[src/rtl/xiyiji_program_ctrl.sv]
// xiyiji_program_ctrl
// Wash-program sequencer: IDLE -> FILL -> WASH -> DRAIN -> SPIN -> DONE, with
// ALARM as a sink that only rst leaves. WASH agitates forward/stop/reverse/stop.
// A 1-second tick comes from a prescaler that runs only while a phase is active
// and not paused.
// Ports:
//   clk, rst            rising-edge clock, synchronous active-high reset
//   start               level; its rising edge starts a program (IDLE/DONE)
//   pause               level; freezes an active phase, actuators forced off
//   emergency           level; forces ALARM from any state except IDLE
//   wash_time[5:0]      wash seconds, latched on start
//   full, empty         water-level sensors
//   fill, drain         inlet / drain valves
//   zheng, fan, spin    motor forward / reverse / spin mode
//   state[2:0]          state code
//   remain[5:0]         remaining wash seconds
//   done, alarm         program complete / fault latched
module xiyiji_program_ctrl #(
  parameter int TICK_DIV = 50,
  parameter int RUN_S    = 4,
  parameter int STOP_S   = 1,
  parameter int SPIN_S   = 6,
  parameter int TMO_S    = 30
) (
  input  logic       clk,
  input  logic       rst,
  input  logic       start,
  input  logic       pause,
  input  logic       emergency,
  input  logic [5:0] wash_time,
  input  logic       full,
  input  logic       empty,
  output logic       fill,
  output logic       drain,
  output logic       zheng,
  output logic       fan,
  output logic       spin,
  output logic [2:0] state,
  output logic [5:0] remain,
  output logic       done,
  output logic       alarm
);

  localparam logic [2:0] S_IDLE  = 3'd0;
  localparam logic [2:0] S_FILL  = 3'd1;
  localparam logic [2:0] S_WASH  = 3'd2;
  localparam logic [2:0] S_DRAIN = 3'd3;
  localparam logic [2:0] S_SPIN  = 3'd4;
  localparam logic [2:0] S_DONE  = 3'd5;
  localparam logic [2:0] S_ALARM = 3'd6;

  // Agitation subphases, in cycling order (increment wraps S2 -> F)
  localparam logic [1:0] SUB_F  = 2'd0;
  localparam logic [1:0] SUB_S1 = 2'd1;
  localparam logic [1:0] SUB_R  = 2'd2;
  localparam logic [1:0] SUB_S2 = 2'd3;

  localparam int CW   = (TICK_DIV > 1) ? $clog2(TICK_DIV) : 1;
  localparam int TMAX = (TMO_S > SPIN_S) ? TMO_S : SPIN_S;
  localparam int TW   = $clog2(TMAX + 1);
  localparam int PMAX = (RUN_S > STOP_S) ? RUN_S : STOP_S;
  localparam int PW   = $clog2(PMAX + 1);

  localparam logic [CW-1:0] CNT_LAST  = CW'(TICK_DIV - 1);
  localparam logic [TW-1:0] TMO_LAST  = TW'(TMO_S - 1);
  localparam logic [TW-1:0] SPIN_LAST = TW'(SPIN_S - 1);
  localparam logic [PW-1:0] RUN_LAST  = PW'(RUN_S - 1);
  localparam logic [PW-1:0] STOP_LAST = PW'(STOP_S - 1);

  logic [2:0]    state_q, state_d;
  logic [5:0]    remain_q, remain_d;
  logic [CW-1:0] cnt_q, cnt_d;
  logic [TW-1:0] tmr_q, tmr_d;       // ticks spent in current state
  logic [1:0]    sub_q, sub_d;
  logic [PW-1:0] sub_cnt_q, sub_cnt_d;
  logic          start_q;
  logic          fill_q, fill_d, drain_q, drain_d, zheng_q, zheng_d;
  logic          fan_q, fan_d, spin_q, spin_d, done_q, done_d, alarm_q, alarm_d;

  logic          start_edge, active, tick, fault, sub_last;

  always_comb begin
    start_edge = start & ~start_q;
    active     = (state_q == S_FILL) || (state_q == S_WASH) ||
                 (state_q == S_DRAIN) || (state_q == S_SPIN);
    tick       = active & ~pause & (cnt_q == CNT_LAST);
    fault      = full & empty;
    sub_last   = (sub_q == SUB_F || sub_q == SUB_R) ? (sub_cnt_q == RUN_LAST)
                                                    : (sub_cnt_q == STOP_LAST);

    state_d   = state_q;
    remain_d  = remain_q;
    tmr_d     = tmr_q;
    sub_d     = sub_q;
    sub_cnt_d = sub_cnt_q;

    // Prescaler holds while paused, idles at 0 outside active phases
    if (!active)    cnt_d = '0;
    else if (pause) cnt_d = cnt_q;
    else if (tick)  cnt_d = '0;
    else            cnt_d = cnt_q + 1'b1;

    if (tick) tmr_d = tmr_q + 1'b1;

    case (state_q)
      S_IDLE, S_DONE: begin
        if (start_edge && wash_time != 6'd0) begin
          state_d  = S_FILL;
          remain_d = wash_time;
        end
      end
      S_FILL: begin
        if (!pause) begin
          if (fault)                          state_d = S_ALARM;
          else if (full)                      state_d = S_WASH;
          else if (tick && tmr_q == TMO_LAST) state_d = S_ALARM;
        end
      end
      S_WASH: begin
        if (tick) begin
          remain_d = remain_q - 6'd1;
          if (remain_q == 6'd1) state_d = S_DRAIN;
          if (sub_last) begin
            sub_d     = sub_q + 2'd1;
            sub_cnt_d = '0;
          end else begin
            sub_cnt_d = sub_cnt_q + 1'b1;
          end
        end
      end
      S_DRAIN: begin
        if (!pause) begin
          if (fault)                          state_d = S_ALARM;
          else if (empty)                     state_d = S_SPIN;
          else if (tick && tmr_q == TMO_LAST) state_d = S_ALARM;
        end
      end
      S_SPIN: begin
        if (tick && tmr_q == SPIN_LAST) state_d = S_DONE;
      end
      default: state_d = state_q;   // ALARM (and unused codes) hold
    endcase

    if (emergency && state_q != S_IDLE) state_d = S_ALARM;

    // Every state entry restarts the prescaler and per-state timers
    if (state_d != state_q) begin
      cnt_d     = '0;
      tmr_d     = '0;
      sub_d     = SUB_F;
      sub_cnt_d = '0;
    end

    // Outputs are computed from next-state values so they align with state_q
    fill_d  = (state_d == S_FILL) & ~pause;
    drain_d = ((state_d == S_DRAIN) || (state_d == S_SPIN)) & ~pause;
    zheng_d = (((state_d == S_WASH) && (sub_d == SUB_F)) || (state_d == S_SPIN)) & ~pause;
    fan_d   = (state_d == S_WASH) & (sub_d == SUB_R) & ~pause;
    spin_d  = (state_d == S_SPIN) & ~pause;
    done_d  = (state_d == S_DONE);
    alarm_d = (state_d == S_ALARM);
  end

  always_ff @(posedge clk) begin
    if (rst) begin
      state_q   <= S_IDLE;
      remain_q  <= '0;
      cnt_q     <= '0;
      tmr_q     <= '0;
      sub_q     <= SUB_F;
      sub_cnt_q <= '0;
      // Track start during reset so a level already high gives no edge
      start_q   <= start;
      fill_q    <= 1'b0;
      drain_q   <= 1'b0;
      zheng_q   <= 1'b0;
      fan_q     <= 1'b0;
      spin_q    <= 1'b0;
      done_q    <= 1'b0;
      alarm_q   <= 1'b0;
    end else begin
      state_q   <= state_d;
      remain_q  <= remain_d;
      cnt_q     <= cnt_d;
      tmr_q     <= tmr_d;
      sub_q     <= sub_d;
      sub_cnt_q <= sub_cnt_d;
      start_q   <= start;
      fill_q    <= fill_d;
      drain_q   <= drain_d;
      zheng_q   <= zheng_d;
      fan_q     <= fan_d;
      spin_q    <= spin_d;
      done_q    <= done_d;
      alarm_q   <= alarm_d;
    end
  end

  assign state  = state_q;
  assign remain = remain_q;
  assign fill   = fill_q;
  assign drain  = drain_q;
  assign zheng  = zheng_q;
  assign fan    = fan_q;
  assign spin   = spin_q;
  assign done   = done_q;
  assign alarm  = alarm_q;

endmodule

[config.mk]
export PLATFORM = sky130hd
export DESIGN_NAME = xiyiji_program_ctrl
export DESIGN_NICKNAME = d
export VERILOG_FILES = /design/src/rtl/xiyiji_program_ctrl.sv
export SDC_FILE = /design/constraint.sdc
export NUM_CORES = 1
export LEC_CHECK = 0
export BUFFER_PORTS_ARGS = -buffer_cell sky130_fd_sc_hd__buf_2
export CAP_MARGIN = 20
export CELL_PAD_IN_SITES_DETAIL_PLACEMENT = 0
export CELL_PAD_IN_SITES_GLOBAL_PLACEMENT = 1
export CORE_ASPECT_RATIO = 2
export CORE_UTILIZATION = 35
export CTS_CLUSTER_SIZE = 12
export DETAILED_ROUTE_END_ITERATION = 8
export PLACE_DENSITY = 0.75
export RECOVER_POWER = 50
export SYNTH_ARGS = -nofsm -noshare
export SYNTH_HDL_FRONTEND = slang
export SYNTH_SLANG_ARGS = --single-unit
[constraint.sdc]
create_clock -name clk -period 2.4 [get_ports clk]
set_input_delay 0.36 -clock clk [delete_from_list [all_inputs] [get_ports clk]]
set_output_delay 0.36 -clock clk [all_outputs]
set_load 0.02 [all_outputs]
[Word level (Yosys, flattened, before mapping)]
Cells that the tools add are included.
Word-level totals
  word-level logic and storage cells: 99
  bits in latches: 0
  bits in registers: 33
  output and inout bits: 16
  memory bits (writable): 0
  bits of input ports: 13
  memories kept: 0
  ROM bits: 0
Cells by class
  equal/unequal tests: 21
  multiplexer cells: 23
  add/sub/neg operators: 5
  $lt $le $gt $ge: 0
  div/mod/pow operators: 0
  reduce and logical (&&, ||, !) cells: 23
  shift-type cells: 0
  multiply operators: 0
  bitwise logic cells: 13
Operators with widths (number)
  $mux 3: 13
  $mux 6: 3
  $eq 3x2->1 const B: 5
  $eq 3x3->1 const B: 5
  $pmux 3 s5: 1
  $pmux 6 s2: 1
  $and 1x1->1: 10
  $mux 2: 4
  $add 6x1->6 const B: 1
  $eq 3x1->1 const B: 2
  $eq 6x1->1 const B: 1
  $eq 6x6->1 const B: 1
  $logic_not 3->1: 2
  $logic_or 1x1->1: 6
  $reduce_bool 6->1: 1
  $sub 6x1->6 const B: 1
  $add 5x1->5 const B: 1
  $eq 5x3->1 const B: 1
  $eq 5x5->1 const B: 1
  $logic_and 1x1->1: 5
  $eq 2x2->1 const B: 2
  $logic_not 2->1: 2
  $ne 2x2->1 const B: 2
  $reduce_or 2->1: 2
  10 further kinds: 12

[Longest topological paths before layout]
  word-level depth: 19
  mapped depth: 11
  depth with buffers taken out: 9

[Worst setup path after synthesis]
OpenSTA, ideal clock, no wires.
  kind: reg-to-reg
  start point: reg tmr_q[1]
  end point: reg cnt_q[0]
  data required time: 2.327 ns
  slack: -0.022 ns
  library setup time: 0.073 ns
  arrival time: 2.349 ns
  period minus slack after synthesis: 2.422 ns
  buffers on the path: 2
  cell stages (with the launch flop): 12
  path through: dfxtp_1 inv_1 ha_1 nor4bb_1 nand4_1 a21oi_1 or3_1 buf_2 a221o_1 or3b_1 buf_6 nor3_2
On the way
  longest elaborated chain between the ends: 10
  elaborated cells on any way between the ends: 16
  classes of those cells: eq/ne: 3; mux: 10; reduce/logical: 3
Ends and longest elaborated chain
  from (decl): RTL line 73  | logic [TW-1:0] tmr_q, tmr_d;
  from (signal assigned): RTL line 185  | tmr_q <= tmr_d;
  $eq 5x5->1: RTL line 116, 135
  $logic_and 1x1->1: RTL line 116, 135
  $mux 3: RTL line 116, 135
  $mux 3 (on tied branches): RTL line 134, 115
  $mux 3 (on tied branches): RTL line 133, 114
  $mux 3 (on tied branches): RTL line 132, 113
  $pmux 3 s5 *: RTL line 105  | case (state_q)
  $mux 3 *: RTL line 144  | if (emergency && state_q != S_IDLE) state_d = S_ALARM;
  $ne 3x3->1 *: RTL line 147  | if (state_d != state_q) begin
  $reduce_or 3->1 (no line) *
  to (signal assigned): RTL line 184  | cnt_q <= cnt_d;
  to (decl): RTL line 72  | logic [CW-1:0] cnt_q, cnt_d;
Mark *: on every way between the ends. The rest lies on a longest branch, timed or not.
A chain may end at the register's enable or synchronous reset.

[Worst setup path after layout]
  start point: reg tmr_q[1]
  end point: reg cnt_q[5]
The elaborated chain is that of the path after synthesis.

==> summary.md <==
| Metric | Value |
|---|---|
| Most frequent cells after synthesis | 33 x sky130_fd_sc_hd__dfxtp_1, 30 x sky130_fd_sc_hd__nor2_1, 27 x sky130_fd_sc_hd__nand2_1 |
| Drt wl/cell | 14.4 µm |
| Post-route clock period utilization | 0.961 |
| Total global routing track utilization | 0.183 |
| Residual DRC count | 0 |
| Die outline height | 109 µm |
| CTS buffer count | 5 |
| Max Cap Viol | 0 |
| Highest Signal Layer | met4 |
| Worst EP arrival | 2.52 ns |
| Final count of pins violating max slew | 0 |
| Worst Hold Class | input port to register |
| Simple logic cell fraction of the synthesized area | 0.297 |
| Maximum achievable frequency | 434 MHz |
| Number of antenna violations at the first check in global routing | 0 |
| # IOs | 29 |
| Std cell rows | 38 |
| Fraction of layout cells with a size suffix above 1 | 0.231 |
| Number of nets in the finished design | 333 |
| Number of detailed-route iterations in the first pass | 4 |
| Buffers and inverters on the worst path | 1 |
| Core Util, Final | 0.455 |
| Number of buffers added on ports | 28 |
| Number of enable-type register cells in the synthesized netlist | 0 |
| Number of distinct library cells after synthesis | 49 |
| Wire length of the first global-routing pass | 8500 µm |
| Kind of start point of the critical path | register |
| Overflow left after global routing | 0 |
| Setup Slack @ Placement | -0.0785 ns |
| Maximum single-stage delay on the critical path | 0.47 ns |
| Cell leakage power | 1.03 nW |
| Endpoints failing hold | 0 |
| Synthesized area divided by synthesized cell count | 7.92 µm² |
| Routed wire length | 5300 µm |
| Final Skew | 0.00550 ns |
| Gate family responsible for the most delay along the worst path | simple AND/OR/NAND/NOR gates |
| Detailed router's first-iteration violation count | 52 |
| Amount of wire on met2 after detailed routing | 3020 µm |
| Synth Cell Area | 1990 µm² |
| Crit path time final | 2.31 ns |
| Type of the worst setup path | register to register |
| Critical path required time | 2.61 ns |
| Yosys top cell area share | 0.332 |
| DPL Wire Length | 4150 µm |
| Met3 wire length | 154 µm |
| Total die area | 6000 µm² |
| Crit-path max FO | 6 |
| Synthesized Nets | 275 |
| Critical path, cell by cell | inv_1 > ha_2 > and4_4 > or3b_4 > o211ai_1 > o21ai_1 > a221o_1 > or3b_4 > nor3_2 |
| Post-synthesis share of cell area spent on full adders, half adders and majority gates | 0.0692 |
| Total number of vias | 1927 |
| CTS tree | built |
| Floorplan die width | 55.3 µm |
| Most used DFF post-synth | sky130_fd_sc_hd__dfxtp_1 |
| Overall power consumption | 1.53 mW |
| Number of sinks handled by clock tree synthesis | 33 |
| Wire length on met1 | 2010 µm |
| Pin count of the biggest net entering global routing | 16 |
| Leading area contributor after synthesis | sky130_fd_sc_hd__dfxtp_1 |
| Synth area leaders | sky130_fd_sc_hd__dfxtp_1 33%, sky130_fd_sc_hd__ha_1 6.9%, sky130_fd_sc_hd__nor2_1 5.7%, sky130_fd_sc_hd__nand2_1 5.1%, sky130_fd_sc_hd__a21oi_1 4.0% |
| Multiplexer share of the synthesized area | 0 |
| Synth warnings | 0 |
| Area grow syn2layout | 25.0% |
| Synth Area in XOR/XNOR | 0.0573 |
| Post-CTS clock slew at the launch and capture registers of the worst setup and hold paths | 0.06 ns |
| Tightest Pin Transition | 0.519 ns |
| Synthesis-stage register bit count | 33 |
| Initial Utilization | 0.364 |
| Tightest slew margin relative to the limit | 0.654 |
| Slowest stage cell on the critical path | sky130_fd_sc_hd__or3b_4 |
| Final setup slack of the worst path | 0.0935 ns |
| Combinational family with the most area after synthesis | simple AND/OR/NAND/NOR gates |
| Number of instances in the synthesized netlist | 251 |
| Most common cell in the synthesized netlist | sky130_fd_sc_hd__dfxtp_1 |
| Worst-Skew Late Latency | 0.28 ns |
| Maximum number of buffers from clock root to sink | 2 |
| CTS HTree Levels | 2 |
| Endpoint class of the critical path | register |
| Root buffer selected by CTS | sky130_fd_sc_hd__clkbuf_8 |
| Share of flip-flops with an asynchronous set or reset after synthesis | 0 |
| Antenna diode count | 0 |
| Post-synthesis compound-gate area fraction | 0.184 |
| Average vias per placed instance | 5.24 |
| IR drop worst, VDD | 0.398 mV |
| Result of the run | finished, final reports clean |
| Power density over the cells | 614 nW/µm² |
| Vias in the first global route | 1878 |
| Count of nets left with antenna violations after detail routing | 0 |
| Area of the core | 5470 µm² |
| Gp weighted congestion | 0.812 |
| Library cell appearing most often on the critical path | sky130_fd_sc_hd__or3b_4 |
| Number of hold buffers added after CTS | 0 |
| Part of the Yosys area used for sequential elements | 0.332 |
| # setup viols final | 0 |
-- layout make-up --
| class | instances | area, µm² |
|---|---|---|
| clock buffer | 5 | 68.8 |
| clock inverter | 1 | 5.00 |
| fill | 591 | 2980 |
| inverter | 13 | 48.8 |
| multi-input combinational | 193 | 1240 |
| sequential | 33 | 664 |
| tap | 60 | 75.1 |
| timing repair buffer | 63 | 384 |
-- power breakdown --
part	internal, mW	switching [mW]
clock	0.191	0.196
sequential	0.582	0.0456
combinational	0.214	0.299
-- sequential cells by signal, summed over array words and instances (netlist names) --
signal     flops
cnt_q          6
remain         6
tmr_q          5
state          3
sub_cnt_q      3
sub_q          2
alarm          1
done           1
drain          1
fan            1
fill           1
spin           1
start_q        1
zheng          1
-- cell families (layout without fill, tap and decap cells) --
family                   Yosys count  count (layout)
adder cells (fa/ha/maj)           11              11
AO/OA/AOI/OAI                     57              57
XOR/XNOR                          13              13
buffers and inverters             25              82
flip-flops                        33              33
AND/OR/NAND/NOR                  112             112
-- placed cells by master (no fill, tap or decap), drive strengths merged, types with 3 or more instances in the layout --
cell,Yosys,layout
a211oi,7,7
a21o,3,3
a21oi,16,16
a31oi,4,4
and2,3,3
buf,8,46
clkbuf,4,22
dfxtp,33,33
ha,11,11
inv,13,13
nand2,27,27
nand3,8,8
nand4,3,3
nor2,30,30
nor2b,5,5
nor3,12,12
nor4,3,3
o21ai,10,10
o22ai,4,4
or3,3,3
xnor2,5,5
xor2,8,8
-- final timing paths --
path	depth (start not counted)	slack, ns	to	from
setup / recovery	9	0.09	cnt_q[5]	tmr_q[1]
setup reg to reg	9	0.09	cnt_q[5]	tmr_q[1]
hold reg to reg	2	0.48	sub_cnt_q[1]	sub_cnt_q[1]
hold / removal	1	0.20	start_q	start
-- repair_timing --
action / CTS / global route
pin swaps: 2 / 8
endpoints found under the setup margin: 7 / 11
gates resized for setup: 2 / 8
setup buffers: 0 / 0
-- through the flow --
step | hold slack, ns | area, µm² | std cells | setup TNS [ns]
2_1_floorplan | 0.388 | 2000 | 251 | 0
3_3_place_gp | 0.463 | 2410 | 362 | -0.146
3_5_place_dp | 0.472 | 2410 | 362 | -0.345
4_1_cts | 0.197 | 2490 | 368 | 0
5_1_grt | 0.193 | 2490 | 368 | -0.0270
6_report | 0.198 | 2490 | 368 | 0
-- routing by layer --
metal  vias to the layer above  global-route usage
li1                        989                   -
met1                       882               0.173
met2                        47               0.379
met3                         9              0.0227
met4                         0              0.0750
met5                         -                   0
Note: power is estimated with default switching activity, not from simulation.
